## config.mk

```make
export PLATFORM = sky130hd
export DESIGN_NAME = mem_arbiter
export DESIGN_NICKNAME = d
export VERILOG_FILES = /design/src/rtl/wisc_mem_pkg.sv /design/src/rtl/word_counter.sv /design/src/rtl/mem_arbiter.sv
export SDC_FILE = /design/constraint.sdc
export NUM_CORES = 1
export LEC_CHECK = 0
export ABC_AREA = 1
export CELL_PAD_IN_SITES_DETAIL_PLACEMENT = 0
export CELL_PAD_IN_SITES_GLOBAL_PLACEMENT = 1
export CORE_MARGIN = 1
export CORE_UTILIZATION = 22
export CTS_CLUSTER_DIAMETER = 40
export DETAILED_ROUTE_END_ITERATION = 10
export PLACE_DENSITY = 0.9
export REMOVE_ABC_BUFFERS = 1
export SETUP_SLACK_MARGIN = 0.1
export SKIP_CTS_REPAIR_TIMING = 1
export SYNTH_ARGS = -nofsm -noshare
export SYNTH_HDL_FRONTEND = slang
export SYNTH_HIERARCHICAL = 1
export SYNTH_SLANG_ARGS = --single-unit
```

## constraint.sdc

```tcl
create_clock -name clk -period 3.1 [get_ports clk]
set_input_delay 0.93 -clock clk [delete_from_list [all_inputs] [get_ports clk]]
set_output_delay 0.93 -clock clk [all_outputs]
set_load 0.02 [all_outputs]
```

## src/rtl/wisc_mem_pkg.sv

```systemverilog
// Shared definitions for the cache-fill / write-through memory arbiter.
// Holds the arbiter state encoding, block geometry and the fill address helper.
package wisc_mem_pkg;

    typedef enum logic [1:0] {
        ST_IDLE   = 2'd0,
        ST_I_FILL = 2'd1,
        ST_D_FILL = 2'd2,
        ST_STORE  = 2'd3
    } arb_state_t;

    localparam int WORDS_PER_BLOCK = 8;
    localparam int MEM_LATENCY     = 4;
    localparam int ADDR_W          = 16;
    localparam int DATA_W          = 16;
    localparam int WORD_IDX_W      = 3;
    localparam int BLOCK_BASE_W    = ADDR_W - WORD_IDX_W - 1;

    // Byte address of word idx of the block at base (16-bit words, byte addressed).
    function automatic logic [ADDR_W-1:0] block_word_addr(
        input logic [BLOCK_BASE_W-1:0] base,
        input logic [WORD_IDX_W-1:0]   idx
    );
        return {base, idx, 1'b0};
    endfunction

endpackage

```

## src/rtl/word_counter.sv

```systemverilog
// 3-bit word index counter with synchronous clear and enable; wraps 7 -> 0.
module word_counter (
    input  logic       clk,
    input  logic       rst,
    input  logic       clr,
    input  logic       en,
    output logic [2:0] count
);

    // Count register: clear wins over enable, natural wrap at the top.
    always_ff @(posedge clk or posedge rst) begin
        if (rst) begin
            count <= 3'd0;
        end else if (clr) begin
            count <= 3'd0;
        end else if (en) begin
            count <= count + 3'd1;
        end else begin
            count <= count;
        end
    end

endmodule

```

## src/rtl/mem_arbiter.sv

```systemverilog
// Arbitrates I-cache fills, D-cache fills and write-through stores onto one
// pipelined main-memory port; fixed priority store > D miss > I miss.
module mem_arbiter #(
    parameter int WORDS_PER_BLOCK = 8,
    parameter int MEM_LATENCY     = 4
) (
    input  logic        clk,
    input  logic        rst,
    input  logic        i_miss,
    input  logic [15:0] i_miss_addr,
    input  logic        d_miss,
    input  logic [15:0] d_miss_addr,
    input  logic        d_wr_req,
    input  logic [15:0] d_wr_addr,
    input  logic [15:0] d_wr_data,
    input  logic [15:0] mem_data_in,
    input  logic        mem_data_valid,
    output logic        mem_en,
    output logic        mem_wr,
    output logic [15:0] mem_addr,
    output logic [15:0] mem_data_out,
    output logic [15:0] fill_data,
    output logic [2:0]  fill_word,
    output logic        i_fill_we,
    output logic        d_fill_we,
    output logic        i_fill_done,
    output logic        d_fill_done,
    output logic        d_wr_ack,
    output logic        busy
);

    import wisc_mem_pkg::*;

    localparam logic [WORD_IDX_W-1:0] LAST_IDX = WORD_IDX_W'(WORDS_PER_BLOCK - 1);

    arb_state_t                state_r;
    arb_state_t                next_s;
    logic [BLOCK_BASE_W-1:0]   base_r;
    logic                      issue_done_r;
    logic [WORD_IDX_W-1:0]     issue_cnt_s;
    logic [WORD_IDX_W-1:0]     recv_cnt_s;
    logic                      fill_active_s;
    logic                      fill_last_s;
    logic                      cnt_clr_s;
    logic                      issue_en_s;
    logic                      recv_en_s;
    logic                      unused_s;

    // Byte-in-block bits never reach memory; the return latency is absorbed by recv_cnt.
    assign unused_s = ^{i_miss_addr[3:0], d_miss_addr[3:0], 32'(MEM_LATENCY)};

    assign fill_active_s = (state_r == ST_I_FILL) || (state_r == ST_D_FILL);
    assign fill_last_s   = fill_active_s && mem_data_valid && (recv_cnt_s == LAST_IDX);
    assign cnt_clr_s     = (state_r == ST_IDLE);
    assign issue_en_s    = fill_active_s && !issue_done_r;
    assign recv_en_s     = fill_active_s && mem_data_valid;

    word_counter u_issue_cnt (
        .clk   (clk),
        .rst   (rst),
        .clr   (cnt_clr_s),
        .en    (issue_en_s),
        .count (issue_cnt_s)
    );

    word_counter u_recv_cnt (
        .clk   (clk),
        .rst   (rst),
        .clr   (cnt_clr_s),
        .en    (recv_en_s),
        .count (recv_cnt_s)
    );

    // State register.
    always_ff @(posedge clk or posedge rst) begin
        if (rst) begin
            state_r <= ST_IDLE;
        end else begin
            state_r <= next_s;
        end
    end

    // Block base latched only on the IDLE->FILL edge so later address changes are ignored.
    always_ff @(posedge clk or posedge rst) begin
        if (rst) begin
            base_r <= '0;
        end else if ((state_r == ST_IDLE) && (next_s == ST_D_FILL)) begin
            base_r <= d_miss_addr[15:4];
        end else if ((state_r == ST_IDLE) && (next_s == ST_I_FILL)) begin
            base_r <= i_miss_addr[15:4];
        end else begin
            base_r <= base_r;
        end
    end

    // Marks that all block reads are issued, since issue_cnt itself wraps back to 0.
    always_ff @(posedge clk or posedge rst) begin
        if (rst) begin
            issue_done_r <= 1'b0;
        end else if (state_r == ST_IDLE) begin
            issue_done_r <= 1'b0;
        end else if (issue_en_s && (issue_cnt_s == LAST_IDX)) begin
            issue_done_r <= 1'b1;
        end else begin
            issue_done_r <= issue_done_r;
        end
    end

    // Next-state: arbitration happens only in IDLE; fills end on their last return.
    always_comb begin
        next_s = state_r;
        case (state_r)
            ST_IDLE: begin
                if (d_wr_req) begin
                    next_s = ST_STORE;
                end else if (d_miss) begin
                    next_s = ST_D_FILL;
                end else if (i_miss) begin
                    next_s = ST_I_FILL;
                end else begin
                    next_s = ST_IDLE;
                end
            end
            ST_I_FILL, ST_D_FILL: begin
                if (fill_last_s) begin
                    next_s = ST_IDLE;
                end else begin
                    next_s = state_r;
                end
            end
            ST_STORE: next_s = ST_IDLE;
            default:  next_s = ST_IDLE;
        endcase
    end

    // Output decode from state; everything is zero in IDLE so reset clears outputs at once.
    always_comb begin
        mem_en       = 1'b0;
        mem_wr       = 1'b0;
        mem_addr     = 16'h0000;
        mem_data_out = 16'h0000;
        fill_data    = 16'h0000;
        fill_word    = 3'd0;
        i_fill_we    = 1'b0;
        d_fill_we    = 1'b0;
        i_fill_done  = 1'b0;
        d_fill_done  = 1'b0;
        d_wr_ack     = 1'b0;
        busy         = (state_r != ST_IDLE);
        case (state_r)
            ST_I_FILL, ST_D_FILL: begin
                mem_en    = !issue_done_r;
                fill_word = recv_cnt_s;
                if (!issue_done_r) begin
                    mem_addr = block_word_addr(base_r, issue_cnt_s);
                end else begin
                    mem_addr = 16'h0000;
                end
                if (mem_data_valid) begin
                    fill_data = mem_data_in;
                end else begin
                    fill_data = 16'h0000;
                end
                if (state_r == ST_I_FILL) begin
                    i_fill_we   = mem_data_valid;
                    i_fill_done = fill_last_s;
                end else begin
                    d_fill_we   = mem_data_valid;
                    d_fill_done = fill_last_s;
                end
            end
            ST_STORE: begin
                mem_en       = 1'b1;
                mem_wr       = 1'b1;
                mem_addr     = d_wr_addr;
                mem_data_out = d_wr_data;
                d_wr_ack     = 1'b1;
            end
            default: begin
                busy = (state_r != ST_IDLE);
            end
        endcase
    end

endmodule

```

# == Word level (Yosys, flattened, before mapping) ==
# Cells that the tools add are included.
# classes
n_addsub,2
n_eq_ne,7
mux,29
reduce_logical,15
# op_table
cell,count
16-bit 2-to-1 mux,4
16-bit one-hot mux with 2 select lines,1
12-bit 2-to-1 mux,2
3-bit 2-to-1 mux,5
1-bit 2-to-1 mux,12
2-bit nonzero test,5
3-bit by 1-bit adder with 3-bit output (second input constant),2
2-bit == test (second input constant),3
3-bit == test (second input constant),2
1-bit logical AND,6
2-bit 2-to-1 mux,3
2-bit one-hot mux with 3 select lines,1
2-bit by 1-bit == test with 1-bit output (second input constant),2
2-bit logical NOT,1
1-bit one-hot mux with 2 select lines,1
2-bit OR reduction,1
1-bit logical NOT,1
1-bit logical OR,1
# word_totals
register_bits,21
in_bits,86

# == Logic depth before layout (Yosys ltp) ==
# Gate-level depths: netlist of the first run.
# depth
depth_word,10
ltp_mapped,14

# == Cells and area by module ==
# The synthesis of the first run kept the hierarchy.
# modules_own_cells
module,instances,cells_per_inst,area_each_um2,seq_area_each_um2
mem_arbiter,1,280,1725.4,375.4
word_counter,2,18,143.9,75.1

# == Worst setup path after synthesis of the first run ==
# OpenSTA, ideal clock, no wires.
# synth_path
kind,register -> output
from,register state_r[0]
to,output port mem_addr[10]
arrival_time_ps,1822
required_time_ps,2170
slack_ps,348
path_stages_with_launch,9
path_buffers,2
path_cell_list,dfrtp_1 > inv_1 > ha_1 > buf_4 > nand2_1 > inv_2 > clkbuf_1 > nand2_1 > a21oi_1
# synth_between
elab_chain_cells,3
elab_cells_between_ends,5
classes_between,eq/ne: 3; mux: 1; reduce/logical: 1
# synth_lines
element,line,rtl
"start, declared",mem_arbiter.sv:36,arb_state_t state_r;
"start signal, assigned",mem_arbiter.sv:79,state_r <= next_s;
2-bit by 1-bit == test with 1-bit output or 2-bit == test (tied branches),mem_arbiter.sv:150,case (state_r)
2-bit OR reduction,mem_arbiter.sv:150,
16-bit one-hot mux with 2 select lines (*),mem_arbiter.sv:150,
"end, declared",mem_arbiter.sv:20,"output logic [15:0] mem_addr,"
# Every way passes the cells marked *; elsewhere a longest branch is shown, timed or not.

# == Final worst setup path of the first run ==
# layout_path
from,register state_r[0]
to,output port fill_word[0]
# layout_between
elab_chain_cells,3
elab_cells_between_ends,4
classes_between,eq/ne: 2; mux: 1; reduce/logical: 1
# layout_lines
element,line,rtl
2-bit by 1-bit == test with 1-bit output or 2-bit == test (tied branches),mem_arbiter.sv:150,
2-bit OR reduction (*),mem_arbiter.sv:150,
3-bit 2-to-1 mux (*),mem_arbiter.sv:150,
"end, declared",mem_arbiter.sv:23,"output logic [2:0] fill_word,"
# Marks and branches as above.

==> results.toml, run 1 <==
[outcome]
status = "finished with violations"
violations = "DRC"

[power]
irDropWorstVdd_mv = 0.380
pwr-share-comb_pct = 77.7
power.density_nw_per_um2 = 811
power.total_mw = 3.00
swShare_pct = 51.9
pwr-share-seq_pct = 16.5
p_leak_nw = 2.68
internal_power_mw = 1.44
power_frac_clock_pct = 5.9
power_switching_mw = 1.56

[routing]
drtAntennaViolNets = 0
vias_per_cell = 4.14
routedWlPerCell_um = 11.3
wl_um = 6330
drt_iter0_drc = 111
route.detailed.drc = 20
vias = 2312
first_pass_iters = 7

[cells_and_area]
layout.nets = 544
fin_cells = 559
syn_to_final_growth_pct = 84.0
drive_gt1_share_pct = 11.8
antenna_cells = 0

[clocking]
clk_pin_slew_ns = 0.07
clockRootBuffer = "clkbuf_8"
max-clock-path-buffers = 2
cts_tree = "done"
clk_latency_ns = 0.25
cts_made_buffers = 3
h-tree-depth = 1
cts_sinks = 21

[timing]
fin_skew_ns = 0.00393
max_slew_margin_pct = 61.9
worst_pin_slew_ns = 0.570
rsz0062_at_grt = "no"
hold_violations = 0
fin_crit_ns = 2.87
setup_violations = 0
fmax_mhz = 349
finalWorstSetupSlack_ns = 0.234
timing.final.crit_share_pct = 92.4
finalMaxSlewViolations = 0
setup_tns_ns = 0

[global_routing]
grt_pass1_wl_um = 10400
grt_start_max_net_pins = 28
grt_remaining_overflow = 0
grt_pass1_vias = 2251
grt_usage_pct = 13.0
antenna_found_initial = 0

[die]
die_w_um = 97.7
num_rows = 34
start_util_pct = 22.9
die_area_um2 = 9540
die_h_um = 97.7
core_area_um2 = 8810
ios = 145

[setup_path]
start_kind = "flop"
path_cells = "inv_1, ha_1, buf_4, nand2_1, inv_1, clkdlybuf4s50_1"
worstSetupEndpointType = "output port"
cp.required_ns = 2.17
crit_type = "reg2out"
path_max_fanout = 6
max_stage_delay_ns = 0.61
cpMaxStageDelayCell = "clkdlybuf4s50_1"
arrival_ns = 1.94
cpMostUsedCell = "inv_1"

[synth]
synth_area_leaders = "dfrtp_1 26%, nand2_1 14%, inv_1 14%"
synth_common_cells = "77 x nand2_1, 75 x inv_1, 31 x nor2_1, 21 x dfrtp_1"
syn_avg_cell_area_um2 = 6.37
synthFlopType = "dfrtp_1"
synth_most_common_cell = "nand2_1"
synth_edf_count = 0
yosysTopAreaCellShare_pct = 26.1
ys_ff_latch = 21
yosys.area.top_type = "dfrtp_1"
ys_seq_area_share_pct = 26.1
netlist_area_um2 = 2010
async_reset_ff_share_pct = 100
syn_inst = 316
yosys_warnings = 6
synth_cell_type_count = 27

[placement]
dp_cells = 555
io_buffers = 136
hpwl_um = 5020
post-place-ws_ns = -0.308
gp_congestion = 0.745

[flow_run]
drv_cap = 0

[hold_path]
min_path_type = "reg2reg"
cells in the final DEF (no fill, tap or decap), drive strengths merged:
cell type	netlist	routed
clkdlybuf4s50	0	83
dlymetal6s2s	0	52
nand4	13	13
nor2	37	37
a21oi	19	19
o21ai	3	3
nand2	91	91
clkinv	1	1
dfrtp	21	21
buf	9	12
nand3	29	29
ha	6	6
clkbuf	8	5
inv	79	79
area by class of cell:
class	instances	area, um2
Clock buffer	4	45.0
Fill cell	900	5100
Inverter	80	309
Multi-Input combinational cell	198	1070
Sequential cell	21	526
Tap cell	108	135
Timing Repair Buffer	148	1620
worst max-delay path: cells and delay by family (launching register included):
kind,cells,cell delay (ns)
adders and majority gates,1,0.30
buffers and inverters,4,0.91
DFF,1,0.41
and+or+nand+nor,1,0.06
registers in the layout, indices dropped and copies added (netlist names):
signal             cells
base_r                12
u_recv_cnt/count       3
issue_done_r           1
u_issue_cnt/count      3
state_r                2
stage by stage:
step	cell area (um2)	util (%)	hold slack (ns)
final	3700	42.1	0.519
after global routing	3700	42.1	0.545
after CTS	3570	40.5	0.520
after detailed placement	3520	40.0	0.502
after global placement	3520	40.0	0.501
after floorplan	1900	-	0.479
power by group through the flow:
stage	Clock (mW)	Combinational (mW)	Sequential (mW)
floorplan	0	1.39	0.467
global placement	0	2.33	0.491
detailed placement	0	2.38	0.495
CTS	0.178	2.39	0.491
global route	0.192	2.57	0.510
finish	0.176	2.33	0.494
layer usage:
layer  track usage, %  vias up  share of wire (%)
met5                0        -                  0
met3             2.01        2                7.3
li1                 -     1209                  -
met4             2.45        0               0.44
met2             22.7       86                 48
met1             16.8     1015                 44
final timing paths:
kind                                  startpoint                               end  slack, ns  cells past startpoint
max                         state_r[0]$_DFF_PP0_                      fill_word[0]       0.23                      6
min                        base_r[6]$_DFFE_PP0P_             base_r[6]$_DFFE_PP0P_       0.52                      2
max reg2reg                 state_r[0]$_DFF_PP0_             base_r[2]$_DFFE_PP0P_       0.87                     14
min reg2reg                base_r[6]$_DFFE_PP0P_             base_r[6]$_DFFE_PP0P_       0.52                      2
max in group asynchronous                    rst             base_r[6]$_DFFE_PP0P_       1.64                      2
min in group asynchronous                    rst  u_issue_cnt/count[1]$_DFFE_PP0P_       0.90                      2
logic make-up (layout without fill, tap and decap cells):
group | count (synthesis) | count (layout) | share of synthesized area (%)
flops | 21 | 21 | 26.1
compound gates | 22 | 22 | 5.66
fa+ha+maj | 6 | 6 | 3.73
simple gates | 170 | 170 | 43.8
buf+inv | 97 | 232 | 20.7
No activity file was read; power rests on OpenSTA's default activity.
==> inputs of run 2 (changes only) <==
--- a/config.mk
+++ b/config.mk
@@ -12,7 +12,7 @@
 export CORE_UTILIZATION = 22
 export CTS_CLUSTER_DIAMETER = 40
 export DETAILED_ROUTE_END_ITERATION = 10
-export PLACE_DENSITY = 0.9
+export PLACE_DENSITY = 0.81
 export REMOVE_ABC_BUFFERS = 1
 export SETUP_SLACK_MARGIN = 0.1
 export SKIP_CTS_REPAIR_TIMING = 1
==> run 2 against run 1 <==
Against the previous run: the flow still finishes with violations (DRC); sequential power is essentially flat; register-to-register slack is essentially flat; routed wire length shrank 2.3%; flip-flop and latch count is the same; non-clock buffer count shrank 1; largest power group unchanged; highest routed layer unchanged.
==> results.toml, run 2 (same netlist as run 1, synthesis figures left out) <==
[placement]
place_area_um2 = 3530
hpwl_um = 4900
post-place-ws_ns = -0.279
dp_cells = 554
gp_congestion = 0.743
io_buffers = 136

[hold_path]
hold_depth = 2
hp-start = "base_r[5]$_DFFE_PP0P_"
min_path_type = "reg2reg"
whs_endpoint = "base_r[5]$_DFFE_PP0P_"

[power]
pwr-share-comb_pct = 77.3
swShare_pct = 51.8
power_switching_mw = 1.55
p_leak_nw = 2.68
internal_power_mw = 1.44
power_frac_clock_pct = 6.1
pwr-share-seq_pct = 16.6
power.total_mw = 3.00
power.density_nw_per_um2 = 809
irDropWorstVdd_mv = 0.317

[timing]
timing.final.crit_share_pct = 92.6
fin_crit_ns = 2.87
finalWorstSetupSlack_ns = 0.231
max_slew_margin_pct = 60.8
finalMaxSlewViolations = 0
hold_violations = 0
fin_skew_ns = 0.00140
worst_pin_slew_ns = 0.587
setup_tns_ns = 0
rsz0062_at_grt = "no"
fmax_mhz = 349
hold_ws_ns = 0.521
setup_violations = 0

[setup_path]
reg2reg_slack_ns = 0.86
start_kind = "flop"
crit_type = "reg2out"
rr_endpoint = "base_r[2]$_DFFE_PP0P_"
worstSetupEndpointType = "output port"
path_max_fanout = 6
reg2regPathDepth = 14
arrival_ns = 1.94
cp.required_ns = 2.17
critPathLaunch = "state_r[0]$_DFF_PP0_"
regToRegStartpoint = "state_r[0]$_DFF_PP0_"

[cells_and_area]
antenna_cells = 0
regMostFlops = "base_r"
final_cell_mix = "83 x clkdlybuf4s50_1, 77 x nand2_1, 75 x inv_1"
drive_gt1_share_pct = 11.8
design_area_um2 = 3700
post-route-util_pct = 42.1
layout.nets = 543
fin_cells = 558
syn_to_final_growth_pct = 84.0
largest_registers = "base_r x12, u_issue_cnt/count x3, u_recv_cnt/count x3"
layout_commonest_cell = "clkdlybuf4s50_1"
largest_reg_flops = 12

[clocking]
cts_tree = "done"
clk_latency_ns = 0.26
cts_sinks = 21
cts_made_buffers = 3
clk_pin_slew_ns = 0.08
h-tree-depth = 1
clockRootBuffer = "clkbuf_8"
max-clock-path-buffers = 2

[routing]
first_pass_iters = 8
wl_um = 6190
vias_per_cell = 4.15
route.detailed.drc = 20
routedWlPerCell_um = 11.1
vias = 2316
drt_iter0_drc = 83
drtAntennaViolNets = 0

[die]
core_area_um2 = 8810
die_area_um2 = 9540
start_util_pct = 22.9
num_rows = 34
ios = 145
die_h_um = 97.7
die_w_um = 97.7

[global_routing]
grt_usage_pct = 12.6
grt_pass1_vias = 2173
grt_start_max_net_pins = 36
antenna_found_initial = 0
grt_pass1_wl_um = 10100
grt_remaining_overflow = 0

[outcome]
violations = "DRC"
status = "finished with violations"

[flow_run]
drv_cap = 0
## run 2: worst max-delay path by stage
| stage | to | slack (ns) | depth (start not counted) |
|---|---|---|---|
| after CTS | d_fill_done | -0.29 | 6 |
| after global placement | fill_data[9] | -0.28 | 5 |
| final | fill_word[0] | 0.23 | 6 |
| after global routing | fill_word[0] | 0.15 | 6 |
| after floorplan | mem_addr[10] | 0.38 | 3 |
| after detailed placement | fill_data[14] | -0.28 | 5 |
## run 2: layer usage
metal | wire length [um] | GRT usage, %
met1 | 2830 | 16.6
met2 | 2900 | 21.5
met3 | 399 | 2.09
met4 | 61 | 2.80
met5 | 0 | 0
## run 2: final cells by class
class	instances	area (um2)
multi-input combinational	198	1070
fill	860	5100
sequential	21	526
clock inverter	1	5.00
inverter	80	307
tap	108	135
clock buffer	3	41.3
timing repair buffer	147	1620
## run 2: power by group through the flow
stage | logic, mW | clock network [mW] | registers [mW]
after floorplan | 1.39 | 0 | 0.467
after global placement | 2.35 | 0 | 0.498
after detailed placement | 2.38 | 0 | 0.500
after CTS | 2.39 | 0.184 | 0.496
after global routing | 2.56 | 0.194 | 0.514
final | 2.32 | 0.182 | 0.497
## run 2: critical path, cell delays in order, from the launching register on
cell and delay (ns):
dfrtp_1 0.41, inv_1 0.08, ha_1 0.30, buf_4 0.17, nand2_1 0.07, inv_1 0.05, clkdlybuf4s50_1 0.60
==> inputs of run 3 (changes only) <==
--- a/config.mk
+++ b/config.mk
@@ -6,14 +6,14 @@
 export NUM_CORES = 1
 export LEC_CHECK = 0
 export ABC_AREA = 1
+export CAP_MARGIN = 20
 export CELL_PAD_IN_SITES_DETAIL_PLACEMENT = 0
 export CELL_PAD_IN_SITES_GLOBAL_PLACEMENT = 1
 export CORE_MARGIN = 1
-export CORE_UTILIZATION = 22
+export CORE_UTILIZATION = 24
 export CTS_CLUSTER_DIAMETER = 40
 export DETAILED_ROUTE_END_ITERATION = 10
-export PLACE_DENSITY = 0.81
-export REMOVE_ABC_BUFFERS = 1
+export PLACE_DENSITY = 0.87
 export SETUP_SLACK_MARGIN = 0.1
 export SKIP_CTS_REPAIR_TIMING = 1
 export SYNTH_ARGS = -nofsm -noshare
==> constraint.sdc (replaced) <==
create_clock -name clk -period 3.45 [get_ports clk]
set_input_delay 1.035 -clock clk [delete_from_list [all_inputs] [get_ports clk]]
set_output_delay 1.035 -clock clk [all_outputs]
set_load 0.02 [all_outputs]
==> run 3 against run 2 <==
Against the previous run: the flow now finishes without violations; hold slack worse by 0.0011 ns; count of clock-buffer cells in the layout unchanged; first-iteration DRC count decreased by 11%; sequential power fell by 10%; worst setup slack got worse by 0.051 ns; non-clock buffer count shrank 3; register-to-register slack improved by 0.15 ns; die area fell by 8.2%; clock skew is 0.0034 ns higher; via count down 0.39%; critical endpoint is now mem_addr[0]; largest power group unchanged.
==> results.toml, run 3 (same netlist as run 1, synthesis figures left out) <==
[timing]
rsz0062_at_grt = "no"
worst_pin_slew_ns = 0.693
hold_violations = 0
max_slew_margin_pct = 53.8
fin_skew_ns = 0.00479
setup_violations = 0
finalWorstSetupSlack_ns = 0.180
timing.final.crit_share_pct = 94.8
fin_crit_ns = 3.27
finalMaxSlewViolations = 0
fmax_mhz = 306

[synth]
synth_nets = 408

[setup_path]
arrival_ns = 2.24
regToRegStartpoint = "state_r[0]$_DFF_PP0_"
cpMostUsedCell = "clkdlybuf4s50_1"
cp.required_ns = 2.41
critPathLaunch = "d_wr_addr[0]"
start_kind = "primary input"
path_cells = "clkdlybuf4s50_1, nand2_1, inv_1, clkdlybuf4s50_1"
max_stage_delay_ns = 0.60
worstSetupEndpointType = "output port"
cpMaxStageDelayCell = "clkdlybuf4s50_1"
crit_type = "in2out"
path_max_fanout = 1

[clocking]
clockRootBuffer = "clkbuf_8"
cts_made_buffers = 3
cts_sinks = 21
max-clock-path-buffers = 2
clk_pin_slew_ns = 0.07
clk_latency_ns = 0.26
cts_tree = "done"
h-tree-depth = 1

[die]
ios = 145
die_h_um = 93.6
num_rows = 33
core_area_um2 = 8180
start_util_pct = 24.6
die_area_um2 = 8760
die_w_um = 93.6

[routing]
drtAntennaViolNets = 0
drt_iter0_drc = 74
routedWlPerCell_um = 11.1
wl_um = 6140
route.detailed.drc = 0
first_pass_iters = 4
vias = 2307
vias_per_cell = 4.18

[power]
p_leak_nw = 2.36
power.density_nw_per_um2 = 730
irDropWorstVdd_mv = 0.406

[cells_and_area]
syn_to_final_growth_pct = 78.9
drive_gt1_share_pct = 11.0
final_cell_mix = "101 x clkdlybuf4s50_1, 77 x nand2_1, 75 x inv_1"
regArea_um2 = 526
n_fill_cell = 825
antenna_cells = 0
layout_commonest_cell = "clkdlybuf4s50_1"
largest_reg_flops = 12
regMostFlops = "base_r"
layout.nets = 540
largest_registers = "base_r x12, u_issue_cnt/count x3, u_recv_cnt/count x3"
post-route-util_pct = 44.1
multi_input_area_um2 = 1070

[flow_run]
drv_cap = 0

[global_routing]
grt_usage_pct = 13.3
antenna_found_initial = 0
grt_pass1_wl_um = 9460
grt_pass1_vias = 2012
grt_start_max_net_pins = 36
grt_remaining_overflow = 0

[placement]
hpwl_um = 4900
io_buffers = 136
gp_congestion = 0.741
post-place-ws_ns = -0.163

[hold_path]
min_path_type = "reg2reg"
hp-start = "base_r[3]$_DFFE_PP0P_"

[outcome]
status = "finished, final reports clean"
run 3: routing by layer:
metal  share of wire, %  vias to the layer above  GRT usage (%)  wire [um]
met5                  0                        -              0          0
met4               0.68                        0           3.33         42
met3                7.4                        2           2.11        454
met2                 48                       84           22.3       2930
met1                 44                     1020           17.8       2720
li1                   -                     1201              -          -
run 3: power breakdown:
group	internal, mW	switching, mW
clock	0.0803	0.0782
combinational	0.808	1.22
sequential	0.359	0.0854
run 3: worst paths after layout:
path,end,slack [ns],cells after the start
max in group asynchronous,base_r[6]$_DFFE_PP0P_,1.89,2
hold reg to reg,base_r[3]$_DFFE_PP0P_,0.52,2
min in group asynchronous,u_recv_cnt/count[0]$_DFFE_PP0P_,1.01,2
hold / removal,base_r[3]$_DFFE_PP0P_,0.52,2
setup / recovery,mem_addr[0],0.18,4
setup reg to reg,base_r[7]$_DFFE_PP0P_,1.01,12
run 3: through the flow:
step / hold slack (ns) / cells / setup TNS (ns) / instance area (um2) / power, mW
after floorplan: 0.479 / 316 / 0 / 2010 / 1.80
after global placement: 0.503 / 548 / -2.31 / 3470 / 2.48
after detailed placement: 0.501 / 548 / -2.35 / 3470 / 2.52
after CTS: 0.522 / 552 / -2.44 / 3510 / 2.68
after global routing: 0.551 / 552 / 0 / 3600 / 2.86
final: 0.520 / 552 / 0 / 3600 / 2.63
run 3: critical path, delay by kind of cell:
family	cells	cell delay (ns)
buf+inv	3	1.13
simple gates	1	0.07
run 3: layout make-up:
cell class	instances	area share (%)
Clock buffer	3	1.15
Clock inverter	1	0.139
Inverter	80	8.51
Multi-Input combinational cell	198	29.7
Sequential cell	21	14.6
Tap cell	105	3.65
Timing Repair Buffer	144	42.2
